### config.mk
export PLATFORM = sky130hd
export DESIGN_NAME = ifu_prefetch
export DESIGN_NICKNAME = d
export VERILOG_FILES = /design/src/rtl/ifu_prefetch_pkg.sv /design/src/rtl/ifu_fifo.sv /design/src/rtl/ifu_prefetch.sv
export SDC_FILE = /design/constraint.sdc
export NUM_CORES = 1
export LEC_CHECK = 0
export ABC_AREA = 1
export CAP_MARGIN = 10
export CORE_UTILIZATION = 53
export DETAILED_ROUTE_END_ITERATION = 12
export HOLD_SLACK_MARGIN = 0.03
export PLACE_DENSITY = 0.92
export RECOVER_POWER = 100
export SYNTH_ARGS = -nofsm -noshare
export SYNTH_HDL_FRONTEND = slang
export SYNTH_SLANG_ARGS = --single-unit
### constraint.sdc
create_clock -name clk -period 3.4 [get_ports clk]
set_clock_uncertainty 0.15 [all_clocks]
set_input_delay 0.34 -clock clk [delete_from_list [all_inputs] [get_ports clk]]
set_output_delay 0.34 -clock clk [all_outputs]
set_load 0.02 [all_outputs]
### src/rtl/ifu_prefetch_pkg.sv
// Shared widths, reset PC and fetch entry layout for the prefetch stage.
package ifu_prefetch_pkg;

   localparam int XLEN = 32;
   localparam int ILEN = 32;

   localparam logic [XLEN-1:0] RESET_PC_DEF = 32'h0000_0000;
   localparam logic [XLEN-1:0] INST_ALIGN   = 32'd4;

   typedef struct packed {
      logic [XLEN-1:0] pc;
      logic [ILEN-1:0] inst;
   } fetch_entry_t;

   function automatic logic [XLEN-1:0] align_addr(
      input logic [XLEN-1:0] a
   );
      return {a[XLEN-1:2], 2'b00};
   endfunction

endpackage

### src/rtl/ifu_fifo.sv
// Small synchronous FIFO holding fetched {pc, inst} pairs.
module ifu_fifo #(
   parameter int DEPTH = 2,
   parameter int WIDTH = 64
) (
   input  logic                   clk,
   input  logic                   rst_n,
   input  logic                   push,
   input  logic                   pop,
   input  logic                   flush,
   input  logic [WIDTH-1:0]       wdata,
   output logic [$clog2(DEPTH):0] count,
   output logic [WIDTH-1:0]       rdata
);

   localparam int AW = $clog2(DEPTH);
   localparam int CW = AW + 1;

   logic [WIDTH-1:0] mem [DEPTH];
   logic [AW-1:0]    wr_ptr;
   logic [AW-1:0]    rd_ptr;
   logic [CW-1:0]    push_w;
   logic [CW-1:0]    pop_w;

   assign push_w = {{(CW-1){1'b0}}, push};
   assign pop_w  = {{(CW-1){1'b0}}, pop};
   assign rdata  = mem[rd_ptr];

   // Flush wins over push and pop; storage is left as-is.
   always_ff @(posedge clk or negedge rst_n) begin
      if (!rst_n) begin
         wr_ptr <= '0;
         rd_ptr <= '0;
         count  <= '0;
         for (int i = 0; i < DEPTH; i++) begin
            mem[i] <= '0;
         end
      end else if (flush) begin
         wr_ptr <= '0;
         rd_ptr <= '0;
         count  <= '0;
      end else begin
         if (push) begin
            mem[wr_ptr] <= wdata;
            wr_ptr      <= wr_ptr + 1'b1;
         end
         if (pop) begin
            rd_ptr <= rd_ptr + 1'b1;
         end
         count <= count + push_w - pop_w;
      end
   end

endmodule

### src/rtl/ifu_prefetch.sv
// Fetch stage: PC, one request per cycle, credit-limited prefetch FIFO.
module ifu_prefetch
   import ifu_prefetch_pkg::*;
#(
   parameter logic [31:0] RESET_PC = RESET_PC_DEF,
   parameter int          DEPTH    = 2
) (
   input  logic        clk,
   input  logic        rst_n,
   output logic [31:0] inst_addr_o,
   output logic        inst_req_o,
   input  logic        inst_ack_i,
   input  logic [31:0] inst_data_i,
   input  logic        jump_i,
   input  logic [31:0] jump_addr_i,
   output logic        if_valid_o,
   input  logic        if_ready_i,
   output logic [31:0] if_inst_o,
   output logic [31:0] if_pc_o
);

   localparam int CW = $clog2(DEPTH) + 1;
   localparam logic [CW:0] CAP = (CW+1)'(DEPTH);

   logic [XLEN-1:0] pc;
   logic [XLEN-1:0] pend_pc;
   logic            pending;
   logic            rst_done;
   logic [CW-1:0]   count;
   logic [CW:0]     credit;
   logic            raw_pop;
   logic            pop;
   logic            push;
   logic            accept;
   fetch_entry_t    wentry;
   fetch_entry_t    head;

   assign if_valid_o = (count != '0);
   assign raw_pop    = if_valid_o & if_ready_i;

   // Entries held plus the one in flight, less what leaves this cycle.
   assign credit = {1'b0, count}
                 + {{CW{1'b0}}, pending}
                 - {{CW{1'b0}}, raw_pop};

   assign inst_req_o  = rst_done & (jump_i | (credit < CAP));
   assign inst_addr_o = jump_i ? align_addr(jump_addr_i) : pc;
   assign accept      = inst_req_o & inst_ack_i;

   // A jump drops this cycle's response and any pop.
   assign push = pending & ~jump_i;
   assign pop  = raw_pop & ~jump_i;

   assign wentry = '{pc: pend_pc, inst: inst_data_i};

   ifu_fifo #(
      .DEPTH (DEPTH),
      .WIDTH ($bits(fetch_entry_t))
   ) u_fifo (
      .clk   (clk),
      .rst_n (rst_n),
      .push  (push),
      .pop   (pop),
      .flush (jump_i),
      .wdata (wentry),
      .count (count),
      .rdata (head)
   );

   assign if_pc_o   = head.pc;
   assign if_inst_o = head.inst;

   always_ff @(posedge clk or negedge rst_n) begin
      if (!rst_n) begin
         pc       <= align_addr(RESET_PC);
         pend_pc  <= '0;
         pending  <= 1'b0;
         rst_done <= 1'b0;
      end else begin
         rst_done <= 1'b1;
         pending  <= accept;
         pend_pc  <= inst_addr_o;
         pc       <= accept ? inst_addr_o + INST_ALIGN
                            : inst_addr_o;
      end
   end

endmodule

* Word level (Yosys, flattened, before mapping) *
Index checks and enable logic that the tools add are counted.

cells by class
  order comparisons = 4
  mux-type cells = 13
  bitwise operators = 9
  reduce and logical (&&, ||, !) cells = 5
  $add $sub $neg = 7

operators with widths
  cell                                                                   count
  64-bit two-way mux                                                     4
  128-bit bitwise mux                                                    1
  64-bit demux with 1-bit select                                         1
  32-bit two-way mux                                                     2
  32-bit by 3-bit adder with 32-bit output (second input constant)       1
  2-bit nonzero test                                                     3
  1-bit AND                                                              5
  2-bit greater-or-equal comparator (second input constant)              2
  1-bit two-way mux                                                      4
  1-bit NOT with 2-bit output                                            2
  2-bit by 1-bit adder with 3-bit output                                 1
  3-bit by 2-bit < comparator with 1-bit output (second input constant)  1
  3-bit by 1-bit subtractor with 3-bit output                            1
  1-bit adder (second input constant)                                    2
  2-bit by 1-bit adder with 2-bit output                                 1
  2-bit by 1-bit < comparator with 1-bit output (second input constant)  1
  2-bit two-way mux                                                      1
  2-bit AND reduction                                                    1
  2-bit by 1-bit subtractor with 2-bit output                            1
  1-bit logical AND                                                      1
  1-bit NOT                                                              1
  1-bit OR                                                               1

word-level totals
  register bits = 198

* Logic depth before layout (Yosys ltp) *
  depth after elaboration = 8
  gate-level depth with buffers = 18

* By module *
Synthesis repeated with hierarchy kept, for this count alone.

second synthesis, totals
  cells, all modules = 952
  area, all modules = 9,440.3 µm²

modules (own cells, without submodules)
  module        area an instance (µm²)  instances  cells an instance
  ifu_fifo      6,282.3                 1          572
  ifu_prefetch  3,158.0                 1          380

* Worst setup path before layout *
OpenSTA, ideal clock, no wires.

  path kind = reg-to-reg
  start point = register u_fifo.count[1]
  end point = register pc[24]
  arrival = 2.615 ns
  required time = 3.130 ns
  period minus slack after synthesis = 2.886 ns
  buffers on the path = 1
  setup time = 0.120 ns
  path slack = 0.514 ns
  cell stages (with the launch flop) = 16
  cells stage by stage = dfrtp_1 > inv_1 > nand2_1 > nand2_1 > inv_1 > ha_1 > or2_2 > fa_1 > nand3_1 > nand2_2 > nand3_2 > buf_4 > nor2_2 > nand2_2 > o21ai_1 > nand2_1

between the ends
  word-level cells in the longest chain between the ends = 8
  elaborated cells on any way between the ends = 9
  those cells by class = 2 x add/sub; 1 x order compare; 1 x mux; 4 x bitwise; 1 x reduce/logical

ends and longest elaborated chain
  what                                           line                text
  from (decl)                                    ifu_fifo.sv:12      output logic [$clog2(DEPTH):0] count,
  from (signal assigned)                         ifu_fifo.sv:50      count <= count + push_w - pop_w;
  2-bit nonzero test                             ifu_prefetch.sv:38  assign if_valid_o = (count != '0);
  net if_valid_o                                 ifu_prefetch.sv:16  output logic if_valid_o,
  1-bit AND                                      ifu_prefetch.sv:39  assign raw_pop = if_valid_o & if_ready_i;
  3-bit by 1-bit subtractor with 3-bit output    ifu_prefetch.sv:44  - {{CW{1'b0}}, raw_pop};
  3-bit by 2-bit < comparator with 1-bit output  ifu_prefetch.sv:46  assign inst_req_o = rst_done & (jump_i | (credit < CAP));
  1-bit OR                                       ifu_prefetch.sv:46
  1-bit AND                                      ifu_prefetch.sv:46
  1-bit AND                                      ifu_prefetch.sv:48  assign accept = inst_req_o & inst_ack_i;
  32-bit two-way mux                             ifu_prefetch.sv:83  pc <= accept ? inst_addr_o + INST_ALIGN
  to (signal assigned)                           ifu_prefetch.sv:75  pc <= align_addr(RESET_PC);
  to (signal assigned)                           ifu_prefetch.sv:83
  to (decl)                                      ifu_prefetch.sv:25  logic [XLEN-1:0] pc;

The timed path passes the listed nets, and every way through them passes these cells.
A chain may end at the register's enable or synchronous reset.

* Worst setup path after layout *
  start point = input jump_i
  end point = output inst_addr_o[15]

between the ends
  word-level cells in the longest chain between the ends = 1

ends and longest elaborated chain
  what                line                text
  from (decl)         ifu_prefetch.sv:14  input logic jump_i,
  32-bit two-way mux  ifu_prefetch.sv:47  assign inst_addr_o = jump_i ? align_addr(jump_addr_i) : pc;
  to (decl)           ifu_prefetch.sv:10  output logic [31:0] inst_addr_o,

Every way passes these cells.

==> flow_summary.toml <==
[synth]
ys_ff_latch = 196
syn_area_per_cell_um2 = 7.972
synth_cell_types = 34
syn-num-nets = 1201
synth_area_um2 = 8985
ys_warn_count = 0
yosysSeqAreaShare_pct = 54.59
synthCells = 1127

[clock_network]
cts.path.max_buffers = 2
insertion_delay_ns = 0.43
clk_pin_slew_ns = 0.06
ctsHtreeMaxLevel = 4
cts-root-buf = "clkbuf_16"
cts_tree = "done"
cts_buffers = 17
clock_sinks = 196

[setup_path]
cp.arrival_ns = 2.80
r2r_setup_slack_ns = 0.25
reg2reg_depth = 14
crit_required_ns = 2.91
endpoint_kind = "output port"
worstReg2RegStart = "u_fifo.count[1]$_DFF_PN0_"
r2r-end = "pc[4]$_DFF_PN0_"
crit_fanout = 20
worstSetupPathType = "primary input to output port"
worstSetupStartpointType = "primary input"

[routing]
first_pass_iters = 5
detail_route.wl_per_cell_um = 14.26
drc = 0
drt-total-wl_um = 21490
vias = 7810
drt.antenna.violating_nets = 0
first_iter_violations = 572
viasPerCell = 5.182

[global_routing]
grt_pass1_vias = 7464
use_met1_pct = 33.61
use_met3_pct = 4.883
antenna_found_initial = 0
grt_pass1_wl_um = 35830
overflow = 0
top_usage_layer = "met2"
grt_start_max_net_pins = 93
use_met2_pct = 43.62
grt_usage_pct = 25.77

[cells_and_area]
stdcell_count = 1507
final_cell_mix = "nand2_1 (498), dfrtp_1 (195), o21ai_0 (135)"
stdcell_area_um2 = 11340
area_growth_pct = 26.19
drive_above_1_share_pct = 5.983
antenna_cells_inserted = 0
fin_nets = 1350
final_common_cell = "nand2_1"
n_fill_cell = 1301

[power_and_ir_drop]
swShare_pct = 32.83
p_int_w = 0.005044
p_seq_share_pct = 43.4
power.leakage_nw = 5.893
netSwitchingPower_w = 0.002465
clockPowerShare_pct = 26.7
ir_drop_v = 0.0003984
p_per_area_nw_per_um2 = 662.2
pwr-share-comb_pct = 29.9

[timing]
tightest_slew_ns = 2.284
slew_headroom_pct = -52.25
finalCriticalPeriod_ns = 3.291
hold-worst-slack_ns = 0.3334
period_share_pct = 96.79
final.setup.tns_ns = 0
rsz0062_at_grt = "false"
finalSetupViolations = 0
fmax_ghz = 0.3039
hold_viol_final = 0
slew_violations = 92

[die]
core_um2 = 16580
dieArea_um2 = 17480
rows = 47
io_pins = 167
floorplan.initialDensity_pct = 54.18
die_h_um = 132.2
fp.dieW_um = 132.2

[outcome]
status = "complete, but fails checks"
violations = "capacitance limit, slew limit"

[place]
place_area_um2 = 10820
portBuffers = 164
place_inst = 1475
place_hpwl_um = 14430
gp_congestion = 0.9712

[hold_path]
hold_end = "u_fifo.mem[30]$_DFFE_PN0P_"
min_from = "u_fifo.mem[30]$_DFFE_PN0P_"
min_path_cells = 2
hold_path_class = "flip-flop to flip-flop"

[job]
maxCapViolations = 1
==> synthesized netlist by cell type <==
cell | count | area (µm²)
nor2_1 | 38 | 142.6
clkbuf_1 | 38 | 142.6
nor2_4 | 3 | 33.78
nor2_2 | 11 | 68.82
inv_2 | 4 | 15.01
dfrtp_1 | 196 | 4905
or2_2 | 2 | 12.51
buf_2 | 1 | 5.000
conb_1 | 1 | 3.750
a21oi_1 | 1 | 5.000
o21ai_2 | 3 | 26.28
xnor2_2 | 1 | 16.27
buf_1 | 4 | 15.01
xnor2_1 | 5 | 43.79
buf_8 | 1 | 15.01
inv_6 | 1 | 8.760
inv_1 | 112 | 420.4
nand3b_1 | 4 | 30.03
ha_1 | 4 | 50.05
nor3_1 | 1 | 5.000
fa_1 | 1 | 20.02
nand3_1 | 18 | 90.09
buf_4 | 4 | 30.03
clkinv_1 | 1 | 3.750
xor2_1 | 10 | 87.58
buf_6 | 5 | 56.30
nand2_4 | 2 | 22.52
o21ai_0 | 130 | 650.6
nand2_1 | 490 | 1839
nand4_1 | 11 | 68.82
nand3_2 | 2 | 20.02
o21ai_1 | 5 | 25.02
nand2_2 | 16 | 100.1
a31oi_1 | 1 | 6.260
==> what timing repair did <==
item,in CTS,in global routing
resized for setup,1,3
setup buffers,1,0
hold buffers,1,0
hold endpoints to repair,88,0
setup endpoints to repair,1,1
==> power by group through the flow <==
stage | logic [W] | clock network, W | registers (W)
final | 0.00225 | 0.00200 | 0.00326
after global placement | 0.00230 | 0 | 0.00325
after CTS | 0.00240 | 0.00203 | 0.00325
after detailed placement | 0.00238 | 0 | 0.00328
after global routing | 0.00249 | 0.00212 | 0.00333
after floorplan | 0.00138 | 0 | 0.00321
==> layout make-up <==
class	instances	area (µm²)	area share, %
clock buffers	21	460.4	4.061
clock inverters	9	128.9	1.137
inverters	118	447.9	3.951
multi-input cells	760	3338	29.44
flip-flops and latches	196	4906	43.27
well taps	220	275.3	2.428
repair buffers	183	1782	15.71
==> registers in the layout, summed over array words and instances (netlist names) <==
| signal | cells |
|---|---|
| u_fifo.rd_ptr | 1 |
| rst_done | 1 |
| pending | 1 |
| pend_pc | 32 |
| u_fifo.mem | 128 |
| u_fifo.count | 2 |
| pc | 30 |
| u_fifo.wr_ptr | 1 |
==> per-stage QoR <==
stage	setup slack (ns)	total power, W	util (%)
CTS	0.04332	0.007678	68.88
global route	0.03169	0.007940	68.37
global placement	0.05831	0.005551	65.23
detailed placement	0.004465	0.005663	65.23
floorplan	0.5144	0.004583	-
finish	0.1090	0.007508	68.37
==> worst max path at each step <==
| stage | from | cells after the start | slack [ns] | endpoint |
|---|---|---|---|---|
| after floorplan | u_fifo.count[1]$_DFF_PN0_ | 15 | 0.51 | pc[24]$_DFF_PN0_ |
| after global placement | if_ready_i | 11 | 0.06 | inst_req_o |
| after detailed placement | if_ready_i | 11 | 0.004 | inst_req_o |
| after CTS | u_fifo.count[1]$_DFF_PN0_ | 14 | 0.04 | inst_req_o |
| after global routing | u_fifo.rd_ptr$_DFFE_PN0P_ | 4 | 0.03 | if_pc_o[7] |
| final | jump_i | 5 | 0.11 | inst_addr_o[15] |
==> per-layer routing <==
| layer | part of all wire [%] | routed length (µm) |
|---|---|---|
| met1 | 42 | 9062 |
| met2 | 50 | 10680 |
| met3 | 6.5 | 1391 |
| met4 | 1.6 | 354 |
| met5 | 0 | 0 |
==> worst max-delay path: stages <==
cell           delay (ns)
clkbuf_1             0.79
clkbuf_1             0.55
nand2_1              0.11
nand2_1              0.28
dlygate4sd3_1        0.72
==> cells by family after synthesis <==
kind of cell / count (synthesis) / synth area share, %
AO/OA/AOI/OAI: 140 / 7.938
XOR/XNOR: 16 / 1.643
buffers and inverters: 171 / 7.923
AND/OR/NAND/NOR: 598 / 27.09
adder cells (fa/ha/maj): 5 / 0.7799
flip-flops: 196 / 54.59
other: 1 / 0.04174
Power figures use the tool's default switching activity.
==> patch (config.mk and constraints unchanged) <==
Reset style: synchronous (`rst_n`), changed in 2 clocked blocks.
--- a/src/rtl/ifu_fifo.sv
+++ b/src/rtl/ifu_fifo.sv
@@ -28,5 +28,5 @@
 
    // Flush wins over push and pop; storage is left as-is.
-   always_ff @(posedge clk or negedge rst_n) begin
+   always_ff @(posedge clk) begin
       if (!rst_n) begin
          wr_ptr <= '0;
--- a/src/rtl/ifu_prefetch.sv
+++ b/src/rtl/ifu_prefetch.sv
@@ -71,5 +71,5 @@
    assign if_inst_o = head.inst;
 
-   always_ff @(posedge clk or negedge rst_n) begin
+   always_ff @(posedge clk) begin
       if (!rst_n) begin
          pc       <= align_addr(RESET_PC);
Check against the original RTL: differs if rst_n is asserted again (counterexample within 4 cycles, from zero or initial values and one cycle with rst_n low); with rst_n held inactive, the same outputs for 4 cycles.
==> patch against the unedited design <==
  * Die area decreased by 2.4%
  * Synthesized area decreased by 2.4%
  * Final area decreased by 0.90%
  * Via count decreased by 16%
  * Global-route usage decreased by 2.3 points
  * Worst setup slack improved by 0.050 ns
  * Sequential cell count increased by 1
  * Hold slack improved by 0.0066 ns
  * Synthesized cell count decreased by 19%
  * Count of clock-buffer cells in the layout decreased by 2
  * Wire length decreased by 8.0%
  * Highest routed layer unchanged
Power is not compared: it rests on default switching activity, and its combinational part moved more than twofold at a synthesized area within 25%.
==> patch: results (changes against the unedited design) <==
* Final nets at 1147 (-15%)
* Final wirelength at 19.8 mm (-8.0%)
* Via-to-Cell Ratio at 5.01 (-3.3%)
* Worst R2R Setup Slack at 0.35 ns (+0.10 ns)
* Gpl congestion at 0.870 (-10%)
* Min-delay src: pc[8]
* Worst r2r dst: pc[28]
* Avg WL per Cell at 15.2 um (+6.5%)
* Max Cap Violations at 0 (-1)
* Largest net degree at the start of global routing at 65 (-30%)
* Post-synth net total at 988 (-18%)
* DP Cell Count at 1270 (-14%)
* HPWL Detailed at 12.9 mm (-10%)
* Reg2reg start: u_fifo.count[1]
* Share of the synthesized area in the top cell type at 43.8% (-11 points)
* Slowest stage delay, CP at 0.82 ns (+0.03 ns)
* Post-CTS Setup Bufs at 0 (-1)
* Fillcell total at 1202 (-7.6%)
* Worst Hold End: pend_pc[8]
* Outcome: finished clean
* GRT Overall Usage at 23.5% (-2.3 points)
* Initial Util at 54.8% (+0.61 points)
* Worst slack, placed at 0.159 ns (+0.154 ns)
* DR iter-0 viols at 389 (-32%)
* Max Fanout on Critical Path at 42 (+110%)
* Share of layout cells above drive strength 1 at 12.2% (+6.2 points)
* Biggest regs: u_fifo.mem x128, pc x32, pend_pc x30
* Grt met3 use at 3.99% (-0.89 points)
* Register area share after synthesis at 59.6% (+5.0 points)
* Ys async rst share at 0% (-100 points)
* Slowest CP cell: nand2_1
* Top cells by area, synth: edfxtp_1 44%, dfxtp_1 16%, nor2_1 8.6%
* GR Layer Usage met2 at 42.8% (-0.80 points)
* GR Util met1 at 27.8% (-5.8 points)
-- patch: changes by cell type after synthesis, sizes merged, moves of 69 or more --
cell	before	now
dfrtp	196	0
dfxtp	0	69
edfxtp	0	128
nand2	508	153
nor2	52	213
o21ai	138	28
-- patch: area by class of cell --
cell class	instances	area share, %
Inverter	158	5.28
Multi-Input combinational cell	523	24.3
Tap cell	216	2.41
Clock buffer	19	3.85
Clock inverter	13	2.04
Sequential cell	197	46.5
Timing Repair Buffer	176	15.6
-- patch: cells by family (layout without fill, tap and decap cells) --
kind of cell | Yosys count | after routing | synth area share [%]
compound gates | 49 | 49 | 2.94
xor+xnor | 2 | 2 | 0.200
fa+ha+maj | 5 | 5 | 0.799
buf+inv | 194 | 366 | 8.85
flops | 197 | 197 | 59.6
mux | 64 | 64 | 8.22
simple gates | 403 | 403 | 19.4
-- patch: worst min-delay path, cell delays in order, from the launching register on --
cell and delay [ns]:
dfxtp_1 0.31, nand2_1 0.08, a21oi_1 0.06
-- patch: power by group --
group	switching (uW)	internal, uW	total, uW
combinational	365	249	614
sequential	31.4	2650	2680
clock	855	1380	2240
-- patch: how the worst max path moves through the flow --
stage	start	end	slack (ns)	cells past startpoint
floorplan	jump_i	u_fifo.mem[1][0]	0.18	7
global placement	if_ready_i	inst_req_o	0.17	12
detailed placement	if_ready_i	inst_req_o	0.16	12
CTS	u_fifo.count[1]	inst_req_o	0.22	13
global route	rst_n	u_fifo.mem[0][13]	0.02	5
finish	rst_n	u_fifo.mem[0][1]	0.16	5
-- patch: timing repair --
item | CTS | global route
resized for setup | 1 | 1
setup endpoints to repair | 1 | 1
gates cloned | 0 | 0
-- patch: metal layers --
layer | wire (um) | up-vias
li1 | - | 3185
met1 | 8190 | 3078
met2 | 10200 | 225
met3 | 1050 | 34
met4 | 354 | 0
met5 | 0 | -
-- patch: through the flow --
stage	cell area [um^2]	power (uW)
6_report	11200	5540
5_1_grt	11200	5700
4_1_cts	11300	5590
3_5_place_dp	10700	3380
3_3_place_gp	10700	3360
2_1_floorplan	8770	3080
